`config.mk`:
```
export PLATFORM = sky130hd
export DESIGN_NAME = swt16_loader
export DESIGN_NICKNAME = d
export VERILOG_FILES = /design/src/rtl/swt16_loader.sv
export SDC_FILE = /design/constraint.sdc
export NUM_CORES = 1
export LEC_CHECK = 0
export CAP_MARGIN = 20
export CELL_PAD_IN_SITES_DETAIL_PLACEMENT = 2
export CELL_PAD_IN_SITES_GLOBAL_PLACEMENT = 2
export CORE_MARGIN = 1.5
export CORE_UTILIZATION = 34
export CTS_BUF_LIST = sky130_fd_sc_hd__clkbuf_8
export CTS_CLUSTER_SIZE = 30
export DETAILED_ROUTE_END_ITERATION = 8
export PLACE_DENSITY_LB_ADDON = 0.1
export SLEW_MARGIN = 20
export SYNTH_ARGS = -nofsm -noshare
export SYNTH_HDL_FRONTEND = slang
export SYNTH_SLANG_ARGS = --single-unit
```
`constraint.sdc`:
```
create_clock -name clock -period 2.2 [get_ports clock]
set_input_delay 0.33 -clock clock [delete_from_list [all_inputs] [get_ports clock]]
set_output_delay 0.33 -clock clock [all_outputs]
set_load 0.02 [all_outputs]
```
`src/rtl/swt16_loader.sv`:
```
// Boot/debug loader: framed byte stream -> 16-bit PMEM/DMEM writes, plus core reset control.
// Latency: write strobe in the cycle after the low data byte is accepted; one word per 3 cycles max.
// Backpressure: out_ready drops only during the single WRITE cycle; a held byte is taken right after.
module swt16_loader #(
    parameter int ADDR_WIDTH     = 12,
    parameter int WORD_WIDTH     = 16,
    parameter int ADDR_INCREMENT = 2
) (
    input  logic                  clock,
    input  logic                  reset,
    input  logic [7:0]            in_byte,
    input  logic                  in_valid,
    output logic                  out_ready,
    output logic                  out_pmem_wr_en,
    output logic                  out_dmem_wr_en,
    output logic [ADDR_WIDTH-1:0] out_wr_addr,
    output logic [WORD_WIDTH-1:0] out_wr_word,
    output logic                  out_core_reset,
    output logic                  out_busy,
    output logic                  out_error
);

    localparam logic [7:0] CMD_PMEM = 8'h50;
    localparam logic [7:0] CMD_DMEM = 8'h44;
    localparam logic [7:0] CMD_GO   = 8'h47;
    localparam logic [7:0] CMD_HALT = 8'h48;

    typedef enum logic [3:0] {
        S_IDLE, S_LEN_HI, S_LEN_LO, S_ADDR_HI, S_ADDR_LO,
        S_DATA_HI, S_DATA_LO, S_WRITE, S_RUN
    } state_t;

    state_t                state, state_nxt;
    logic                  accept;
    logic                  is_dmem;
    logic [15:0]           count;
    logic [7:0]            hi_byte;
    logic [ADDR_WIDTH-1:0] addr;

    assign accept = in_valid & out_ready;

    always_ff @(posedge clock or posedge reset) begin
        if (reset) state <= S_IDLE;
        else       state <= state_nxt;
    end

    always_comb begin
        state_nxt = state;
        case (state)
            S_IDLE: if (accept) begin
                if (in_byte == CMD_PMEM || in_byte == CMD_DMEM) state_nxt = S_LEN_HI;
                else if (in_byte == CMD_GO)                     state_nxt = S_RUN;
            end
            S_LEN_HI:  if (accept) state_nxt = S_LEN_LO;
            S_LEN_LO:  if (accept) state_nxt = S_ADDR_HI;
            S_ADDR_HI: if (accept) state_nxt = S_ADDR_LO;
            S_ADDR_LO: if (accept) state_nxt = (count == 16'd0) ? S_IDLE : S_DATA_HI;
            S_DATA_HI: if (accept) state_nxt = S_DATA_LO;
            S_DATA_LO: if (accept) state_nxt = S_WRITE;
            S_WRITE:   state_nxt = (count == 16'd1) ? S_IDLE : S_DATA_HI;
            S_RUN:     if (accept && in_byte == CMD_HALT) state_nxt = S_IDLE;
            default:   state_nxt = S_IDLE;
        endcase
    end

    // All outputs below depend on registered state only, never on the input byte.
    always_comb begin
        out_ready      = (state != S_WRITE);
        out_busy       = (state != S_IDLE) && (state != S_RUN);
        out_pmem_wr_en = (state == S_WRITE) && !is_dmem;
        out_dmem_wr_en = (state == S_WRITE) && is_dmem;
        out_core_reset = (state != S_RUN);
    end

    always_ff @(posedge clock or posedge reset) begin
        if (reset) begin
            is_dmem     <= 1'b0;
            count       <= '0;
            hi_byte     <= '0;
            addr        <= '0;
            out_wr_addr <= '0;
            out_wr_word <= '0;
            out_error   <= 1'b0;
        end else begin
            case (state)
                S_IDLE: if (accept) begin
                    is_dmem <= (in_byte == CMD_DMEM);
                    if (in_byte != CMD_PMEM && in_byte != CMD_DMEM && in_byte != CMD_GO)
                        out_error <= 1'b1;
                end
                S_LEN_HI:  if (accept) count[15:8] <= in_byte;
                S_LEN_LO:  if (accept) count[7:0]  <= in_byte;
                S_ADDR_HI: if (accept) hi_byte     <= in_byte;
                // 16-bit address on the wire; only the low ADDR_WIDTH bits are kept.
                S_ADDR_LO: if (accept) addr        <= ADDR_WIDTH'({hi_byte, in_byte});
                S_DATA_HI: if (accept) hi_byte     <= in_byte;
                S_DATA_LO: if (accept) begin
                    out_wr_addr <= addr;
                    out_wr_word <= WORD_WIDTH'({hi_byte, in_byte});
                end
                S_WRITE: begin
                    addr  <= addr + ADDR_WIDTH'(ADDR_INCREMENT);
                    count <= count - 16'd1;
                end
                S_RUN: if (accept && in_byte != CMD_HALT) out_error <= 1'b1;
                default: ;
            endcase
        end
    end

endmodule

```
* Word-level counts from Yosys, hierarchy flattened
Cells that the tools add are included.
** Storage, ports and cells
- Output and inout port bits :: 34
- Register bits after elaboration :: 70
- Input port bits :: 11
- Logic and storage cells :: 89
** Operators by class
- $add $sub $neg :: 2
- Bitwise gates (word level) :: 1
- Eq/ne operators :: 30
- Reductions and logical operators :: 25
- Muxes and demuxes :: 22
** Operator list (number)
- 2-to-1 mux 4 bit :: 10
- one-hot mux 4 bit (9 select lines) :: 1
- == test 8 x 7 -> 1 bit (second input constant) :: 4
- != test 8 x 7 -> 1 bit (second input constant) :: 4
- one-hot mux 8 bit (2 select lines) :: 2
- one-hot mux 12 bit (2 select lines) :: 1
- != test 2 bit (second input constant) :: 10
- == test 16 x 1 -> 1 bit (second input constant) :: 1
- == test 4 x 3 -> 1 bit (second input constant) :: 4
- logical NOT 16 bit :: 1
- subtractor 16 x 1 -> 16 bit (second input constant) :: 1
- adder 12 x 2 -> 12 bit (second input constant) :: 1
- 2-to-1 mux 12 bit :: 1
- AND reduction 2 bit :: 6
- AND reduction 9 bit :: 1
- == test 4 x 2 -> 1 bit (second input constant) :: 2
- 2-to-1 mux 8 bit :: 1
- nonzero test 2 bit :: 4
- logical AND 1 bit :: 7
- 2-to-1 mux 3 bit :: 2
- == test 4 x 1 -> 1 bit (second input constant) :: 1
- == test 4 bit (second input constant) :: 1
- logical NOT 4 bit :: 1
- != test 4 x 3 -> 1 bit (second input constant) :: 1
- 10 further kinds :: 12

* Logic depth before layout (Yosys ltp)
Gate-level depths: netlist of the first run.
- Depth after elaboration :: 6
- Gate-level depth with buffers :: 10

* Worst setup path after synthesis of the first run
Ideal clock, no wire load.
- Path type :: register to register
- From :: register state[2]
- To :: register state[2]
- Required time :: 2061 ps
- Setup time :: 139 ps
- Period minus slack after synthesis :: 2191 ps
- Data arrival time :: 2053 ps
- Stages on the path, launching flop included :: 7
- Slack :: 9 ps
- Path buffers :: 1
- Path through :: dfrtp_1 buf_6 or4b_1 a21oi_1 a211o_4 a21oi_2 or4_1
** Between the ends
- Cells in the longest elaborated chain, start to end :: 5
- Elaborated cells between the ends (all ways) :: 23
** Ends and longest elaborated chain
- start: declaration :: line 33 : state_t state, state_nxt;
- start signal: assignment :: line 44 : else state <= state_nxt;
- != test 4 x 3 -> 1 bit :: line 68 : out_ready = (state != S_WRITE);
- AND 1 bit :: line 40 : assign accept = in_valid & out_ready;
- logical AND 1 bit :: line 61 : S_RUN: if (accept && in_byte == CMD_HALT) state_nxt = S_IDLE;
- != test 2 bit (no source line)
- AND reduction 9 bit (no source line)
Parallel ways exist; a longest one is shown, timed or not.
A chain may end at the register's enable or synchronous reset.

* Worst setup path in the final report of the first run
Same ends and word-level chain as after synthesis.

==> results of run 1 <==
==> logic make-up (layout without fill, tap and decap cells) <==
group                    count (synthesis)  after routing
multiplexers                            38             38
XOR/XNOR                                 3              3
adder cells (fa/ha/maj)                  4              4
AND/OR/NAND/NOR                        118            118
buffers and inverters                   34            130
AO/OA/AOI/OAI                           74             74
flip-flops                              70             70
==> through the flow <==
| stage | cells | area, sq um |
|---|---|---|
| after floorplan | 341 | 3610 |
| after global placement | 556 | 4540 |
| after CTS | 573 | 4790 |
| final | 573 | 4840 |
| after detailed placement | 556 | 4540 |
| after global routing | 573 | 4840 |
==> area by class of cell <==
| class | count | area [sq um] |
|---|---|---|
| Tap cell | 136 | 170 |
| Clock buffer | 9 | 124 |
| Timing Repair Buffer | 102 | 901 |
| Clock inverter | 7 | 97.6 |
| Sequential cell | 70 | 1750 |
| Fill cell | 1087 | 5480 |
| Multi-Input combinational cell | 237 | 1740 |
| Inverter | 12 | 57.6 |
==> per-layer routing <==
metal	vias to the layer above	global-route usage, %
li1	1438	-
met1	1622	29.1
met2	44	37.7
met3	14	3.68
met4	0	6.47
met5	-	0
==> flip-flops by register name, indices dropped and copies added (netlist names) <==
| register | cells |
|---|---|
| count | 16 |
| out_error | 1 |
| is_dmem | 1 |
| addr | 12 |
| out_wr_word | 16 |
| out_wr_addr | 12 |
| state | 4 |
| hi_byte | 8 |
==> worst min path at each step <==
stage / start / slack (ns) / end
after global placement: out_error / 0.46 / out_error
final: reset / 0.39 / out_wr_addr[4]
after global routing: reset / 0.42 / out_wr_addr[4]
after floorplan: addr[0] / 0.44 / addr[0]
after detailed placement: out_error / 0.49 / out_error
after CTS: reset / 0.41 / out_wr_addr[5]
==> worst min-delay path, cell delays in order <==
cell	delay, ns
clkdlybuf4s50_1	0.42
inv_2	0.08
buf_12	0.33
==> power by group through the flow <==
stage | combinational, W | clock, W | sequential [W]
4_1_cts | 0.00287 | 0.00122 | 0.00236
2_1_floorplan | 0.00140 | 0 | 0.00250
3_3_place_gp | 0.00273 | 0 | 0.00234
5_1_grt | 0.00316 | 0.00127 | 0.00247
3_5_place_dp | 0.00283 | 0 | 0.00237
6_report | 0.00288 | 0.00119 | 0.00237
==> what timing repair did <==
action                                  4_1_cts  5_1_grt
endpoints found under the setup margin        8        8
pin swaps                                     1        0
gates resized for setup                      15       18
setup buffers                                 1        0
==> Yosys cell counts, drive strengths merged (2+ instances only) <==
| cell type | n |
|---|---|
| dfrtp | 70 |
| mux2 | 38 |
| nor2 | 28 |
| nand2 | 26 |
| a21oi | 18 |
| nand3 | 15 |
| buf | 12 |
| inv | 11 |
| clkbuf | 10 |
| nor3 | 9 |
| o21ai | 9 |
| and3 | 8 |
| a311oi | 7 |
| a211oi | 6 |
| nand4 | 6 |
| o22ai | 6 |
| a31oi | 4 |
| ha | 4 |
| nor3b | 3 |
| nor4 | 3 |
| nor4b | 3 |
| o21a | 3 |
| o221a | 3 |
| or2 | 3 |
| or4 | 3 |
| a221oi | 2 |
| and2 | 2 |
| and4 | 2 |
| nor2b | 2 |
| o31ai | 2 |
| o41ai | 2 |
| xor2 | 2 |
==> results.json, run 1 <==
{
  "yosysSeqAreaShare_pct": 48.5,
  "criticalPathCategory": "flip-flop to flip-flop",
  "worstPathCellList": "or4_4, a31oi_4, a211o_4, buf_4, a21oi_2, or4_1",
  "ir_worst_vdd_v": 0.000510,
  "ys.flop_type": "dfrtp_1",
  "fp-row-count": 37,
  "fin_skew_ns": 0.0113,
  "critical_path_required_ns": 2.42,
  "synth-simple-area-share_pct": 17.5,
  "routabilityCongestion": 0.821,
  "topRoutingLayerUsed": "met4",
  "synth_fa_ha_area_share_pct": 1.39,
  "synth_compound_area_share_pct": 14.8,
  "clkLatencyLatePin_ns": 0.35,
  "rrSetupSlack_ns": 0.03,
  "startpoint": "state[2]",
  "cts_sinks": 70,
  "grt_antenna_before_repair": 0,
  "wl_met2_um": 5760,
  "wl_met3_um": 330,
  "mostFrequentLayoutCells": "dfrtp_1 (69), buf_4 (54), mux2_2 (38), clkdlybuf4s50_1 (38), nor2_1 (26)",
  "mostFrequentLayoutCell": "dfrtp_1",
  "cp_num_buf_inv": 1,
  "grt_pass1_vias": 3485,
  "grt_max_degree": 71,
  "crit_path_end": "state[2]",
  "switchingPower_w": 0.00250,
  "ctsLongestPathBuffers": 2,
  "cp.arrival_ns": 2.40,
  "hold_ws_ns": 0.393,
  "timing.fmax_mhz": 460,
  "core_sq_mm": 0.0103,
  "start_util_pct": 35.0,
  "final_util_pct": 46.9,
  "n_antenna_cell": 0,
  "h-tree-depth": 3,
  "path_depth": 6,
  "avgSynthCellArea_sq_um": 10.6,
  "synth_mux_area_share_pct": 11.9,
  "r2r_start": "state[2]",
  "die_w_um": 106,
  "die_y_um": 106,
  "wirelength_um": 11600,
  "viasPerCell": 5.44,
  "p_comb_share_pct": 44.7,
  "crit_family": "simple AND/OR/NAND/NOR gates",
  "path_clk_slew_ns": 0.09,
  "status": "finished, final reports clean",
  "ctsHoldBuffers": 0,
  "power.internal_w": 0.00395,
  "die_area_sq_mm": 0.0112,
  "power_frac_seq_pct": 36.8,
  "reg2reg_to": "state[2]",
  "synth-async-reset-ratio_pct": 100,
  "synth-xor-area-share_pct": 0.728,
  "portBuffers": 44,
  "place_hpwl_um": 8370,
  "grt_pass1_wl_um": 19200,
  "ioPinCount": 45,
  "end_kind": "flip-flop",
  "finalCritPeriodShare_pct": 98.8,
  "p_total_w": 0.00645,
  "synth.top_cell.area_share_pct": 48.5,
  "rsz0062_at_grt": "true",
  "yosys_warnings": 0,
  "drtPass1Iterations": 4,
  "place_ws_ns": -0.323,
  "cts_root_buffer": "clkbuf_8",
  "cpMaxStageDelayCell": "or4_4",
  "cp_max_fo": 6,
  "first_iter_violations": 88,
  "vias": 3118,
  "syn_area_sq_mm": 0.00361,
  "drtAntennaViolNets": 0,
  "p_leak_nw": 2.07,
  "synth_edf_count": 0,
  "synth_top_family_by_area": "simple AND/OR/NAND/NOR gates",
  "finalMaxSlewViolations": 0,
  "setup_ws_ns": 0.0267,
  "worst_slew_pin_slew_ns": 0.427,
  "ys_seq_elements": 70,
  "start_kind": "flip-flop",
  "area_growth_pct": 34.2,
  "nets": 447,
  "numCtsBuffers": 9,
  "cpPeakStageDelay_ns": 0.55,
  "slew_headroom_pct": 71.3,
  "synth_cells": 341,
  "fin_crit_ns": 2.17,
  "post-route-drc-count": 0,
  "finalHoldViolations": 0,
  "wl_met1_um": 5340,
  "tritoncts": "yes",
  "power_density_mw_per_mm2": 1330,
  "hold_class": "input port to async pin",
  "setup_viol": 0,
  "grt-ovfl-total": 0,
  "syn_nets": 356,
  "switching_share_pct": 38.7,
  "drive_gt1_share_pct": 33.0,
  "synth.area.top_cells": "dfrtp_1 (49%), mux2_2 (12%), nor2_1 (2.9%)",
  "ys_types": 61,
  "setup_tns_ns": 0,
  "netlist.top_cell.by_area": "dfrtp_1",
  "maxCapViolCount": 0,
  "pwr-share-clk_pct": 18.5,
  "rr_worst_depth": 6,
  "grt_use_total_pct": 22.2,
  "routedWlPerCell_um": 20.2
}
(Power assumes the default switching activity.)
==> run 2, diff against run 1 <==
--- a/config.mk
+++ b/config.mk
@@ -13,6 +13,7 @@
 export CTS_BUF_LIST = sky130_fd_sc_hd__clkbuf_8
 export CTS_CLUSTER_SIZE = 30
 export DETAILED_ROUTE_END_ITERATION = 8
+export GPL_TIMING_DRIVEN = 0
 export PLACE_DENSITY_LB_ADDON = 0.1
 export SLEW_MARGIN = 20
 export SYNTH_ARGS = -nofsm -noshare
==> run 2 against run 1 <==
- clock power rose by 3%
- critical path type unchanged
- the run now ends with negative setup slack left
- routed wire length rose by 1.5%
- non-clock buffer count fell by 23
- sequential share of layout area rose by 1.2 points
- utilization fell by 1.5 points
- power fell by 1.3%
==> results.json, run 2 (synthesis results as in run 1) <==
{
  "slew_headroom_pct": 59.4,
  "start_kind": "flip-flop",
  "numCtsBuffers": 9,
  "regArea_sq_mm": 0.00175,
  "final_cell_area_sq_mm": 0.00469,
  "use_met2_pct": 37.3,
  "cpPeakStageDelay_ns": 0.49,
  "top_usage_layer": "met2",
  "h-tree-depth": 3,
  "ioPinCount": 45,
  "grt_pass1_wl_um": 19000,
  "place_hpwl_um": 7800,
  "wirelength_um": 11800,
  "mostFrequentLayoutCell": "dfrtp_1",
  "fin_crit_ns": 2.21,
  "dpl_cell_area_sq_mm": 0.00421,
  "layoutNonFillerInstCount": 550,
  "ctsLongestPathBuffers": 2,
  "rrSetupSlack_ns": -0.01,
  "cp_num_buf_inv": 3,
  "drtPass1Iterations": 4,
  "violations": "negative setup slack",
  "reg.largest.list": "count x16, out_wr_word x16",
  "drive_gt1_share_pct": 29.0,
  "status": "finished, violations left",
  "core_sq_mm": 0.0103,
  "n_antenna_cell": 0,
  "finalCritPeriodShare_pct": 101,
  "r2r_start": "state[2]",
  "cp_max_fo": 7,
  "mostFrequentLayoutCells": "dfrtp_1 (70), mux2_2 (38), clkdlybuf4s50_1 (31)",
  "end_kind": "flip-flop",
  "whs_path_depth": 3,
  "critical_path_required_ns": 2.43,
  "portBuffers": 40,
  "timing.fmax_mhz": 452,
  "maxCapViolCount": 0,
  "rsz0062_at_grt": "true",
  "cpMaxStageDelayCell": "or4_1",
  "rr_worst_depth": 9,
  "finalMaxSlewViolations": 0,
  "hold_class": "input port to flip-flop",
  "grt_pass1_vias": 3472,
  "clkLatencyLatePin_ns": 0.35,
  "multi_input_area_sq_mm": 0.00175,
  "ir_worst_vdd_v": 0.000504,
  "setup_viol": 1,
  "post-route-drc-count": 0,
  "worstPathCellList": "buf_6, nor2b_4, and3_4, clkinv_8, buf_6, nand2_4, a211o_4, and3_1, or4_1",
  "cpMostUsedCell": "buf_6",
  "finalHoldViolations": 0,
  "power_density_mw_per_mm2": 1360,
  "worst_slew_pin_slew_ns": 0.609,
  "die_area_sq_mm": 0.0112,
  "cp.arrival_ns": 2.44,
  "grtUsageMet3_pct": 4.97,
  "grt_max_degree": 50,
  "drtAntennaViolNets": 0,
  "grtUsageMet1_pct": 29.2,
  "reg2reg_to": "state[2]",
  "crit_family": "simple AND/OR/NAND/NOR gates",
  "fp-row-count": 37,
  "min_to": "addr[2]",
  "cts_root_buffer": "clkbuf_8",
  "criticalPathCategory": "flip-flop to flip-flop",
  "dp_cells": 518,
  "grt_use_total_pct": 22.4,
  "area_growth_pct": 29.9,
  "routabilityCongestion": 0.807,
  "grt-ovfl-total": 0,
  "fin_skew_ns": 0.00815,
  "viasPerCell": 5.55,
  "setup_ws_ns": -0.0119,
  "start_util_pct": 35.0,
  "first_iter_violations": 79,
  "routedWlPerCell_um": 21.4,
  "vias": 3054,
  "fill_cells": 1091,
  "grt_antenna_before_repair": 0,
  "die_w_um": 106,
  "cts_sinks": 70,
  "tritoncts": "yes",
  "min_from": "in_byte[2]",
  "path_clk_slew_ns": 0.09,
  "die_y_um": 106,
  "p_leak_nw": 1.96,
  "p_total_w": 0.00637,
  "nets": 424
}
run 2: cell types whose count changed in the layout (fill, tap and decap cells not counted), sizes merged:
cell           delta
buf              -30
clkbuf           +11
clkdlybuf4s50     -7
dlygate4sd2       +4
dlymetal6s2s      -1
run 2: worst max path at each step:
stage / startpoint / endpoint / slack [ns] / depth (start not counted)
finish: state[2] / state[2] / -0.01 / 9
global route: state[2] / state[2] / -0.11 / 6
CTS: state[2] / out_pmem_wr_en / -0.004 / 8
detailed placement: in_byte[7] / state[2] / -0.78 / 6
global placement: reset / out_wr_word[14] / -1.31 / 2
floorplan: state[2] / state[2] / 0.009 / 6
run 2: what timing repair did:
item                       CTS  global route
gates cloned                 0             0
setup buffers               10             7
hold buffers                 0             0
setup endpoints to repair   40            36
resized for setup           41            16
pin swaps                    4             1
run 2: cell type report:
| type | instances | area share (%) |
|---|---|---|
| inverters | 12 | 1.28 |
| clock inverters | 7 | 2.24 |
| flip-flops and latches | 70 | 37.4 |
| well taps | 136 | 3.63 |
| clock buffers | 9 | 2.64 |
| plain buffers | 21 | 3.74 |
| multi-input cells | 237 | 37.4 |
| repair buffers | 58 | 11.7 |
run 2: power breakdown:
| part | total, W | internal, W | switching (W) |
|---|---|---|---|
| clock | 0.00123 | 0.000657 | 0.000574 |
| combinational | 0.00272 | 0.00133 | 0.00139 |
| sequential | 0.00241 | 0.00185 | 0.000562 |
run 2: layer usage:
layer	share of wire, %	wire length, um
met1	45	5260
met2	51	5940
met3	3.3	384
met4	1.5	176
met5	0	0
run 2: per-stage QoR:
| step | setup WS [ns] | util [%] | hold slack (ns) | setup TNS (ns) |
|---|---|---|---|---|
| 2_1_floorplan | 0.00862 | - | 0.444 | 0 |
| 3_3_place_gp | -1.31 | 40.5 | 0.465 | -103.47 |
| 3_5_place_dp | -0.783 | 40.8 | 0.483 | -13.98 |
| 4_1_cts | -0.00388 | 44.3 | 0.278 | -0.00410 |
| 5_1_grt | -0.111 | 45.4 | 0.286 | -0.180 |
| 6_report | -0.0119 | 45.4 | 0.285 | -0.0119 |
run 2: worst reg2reg max path: cells and delay by family, from the launching register on:
kind,cells,cell delay [ns]
flip-flops,1,0.38
buffers and inverters,3,0.32
AO/OA/AOI/OAI,1,0.31
AND/OR/NAND/NOR,5,1.09
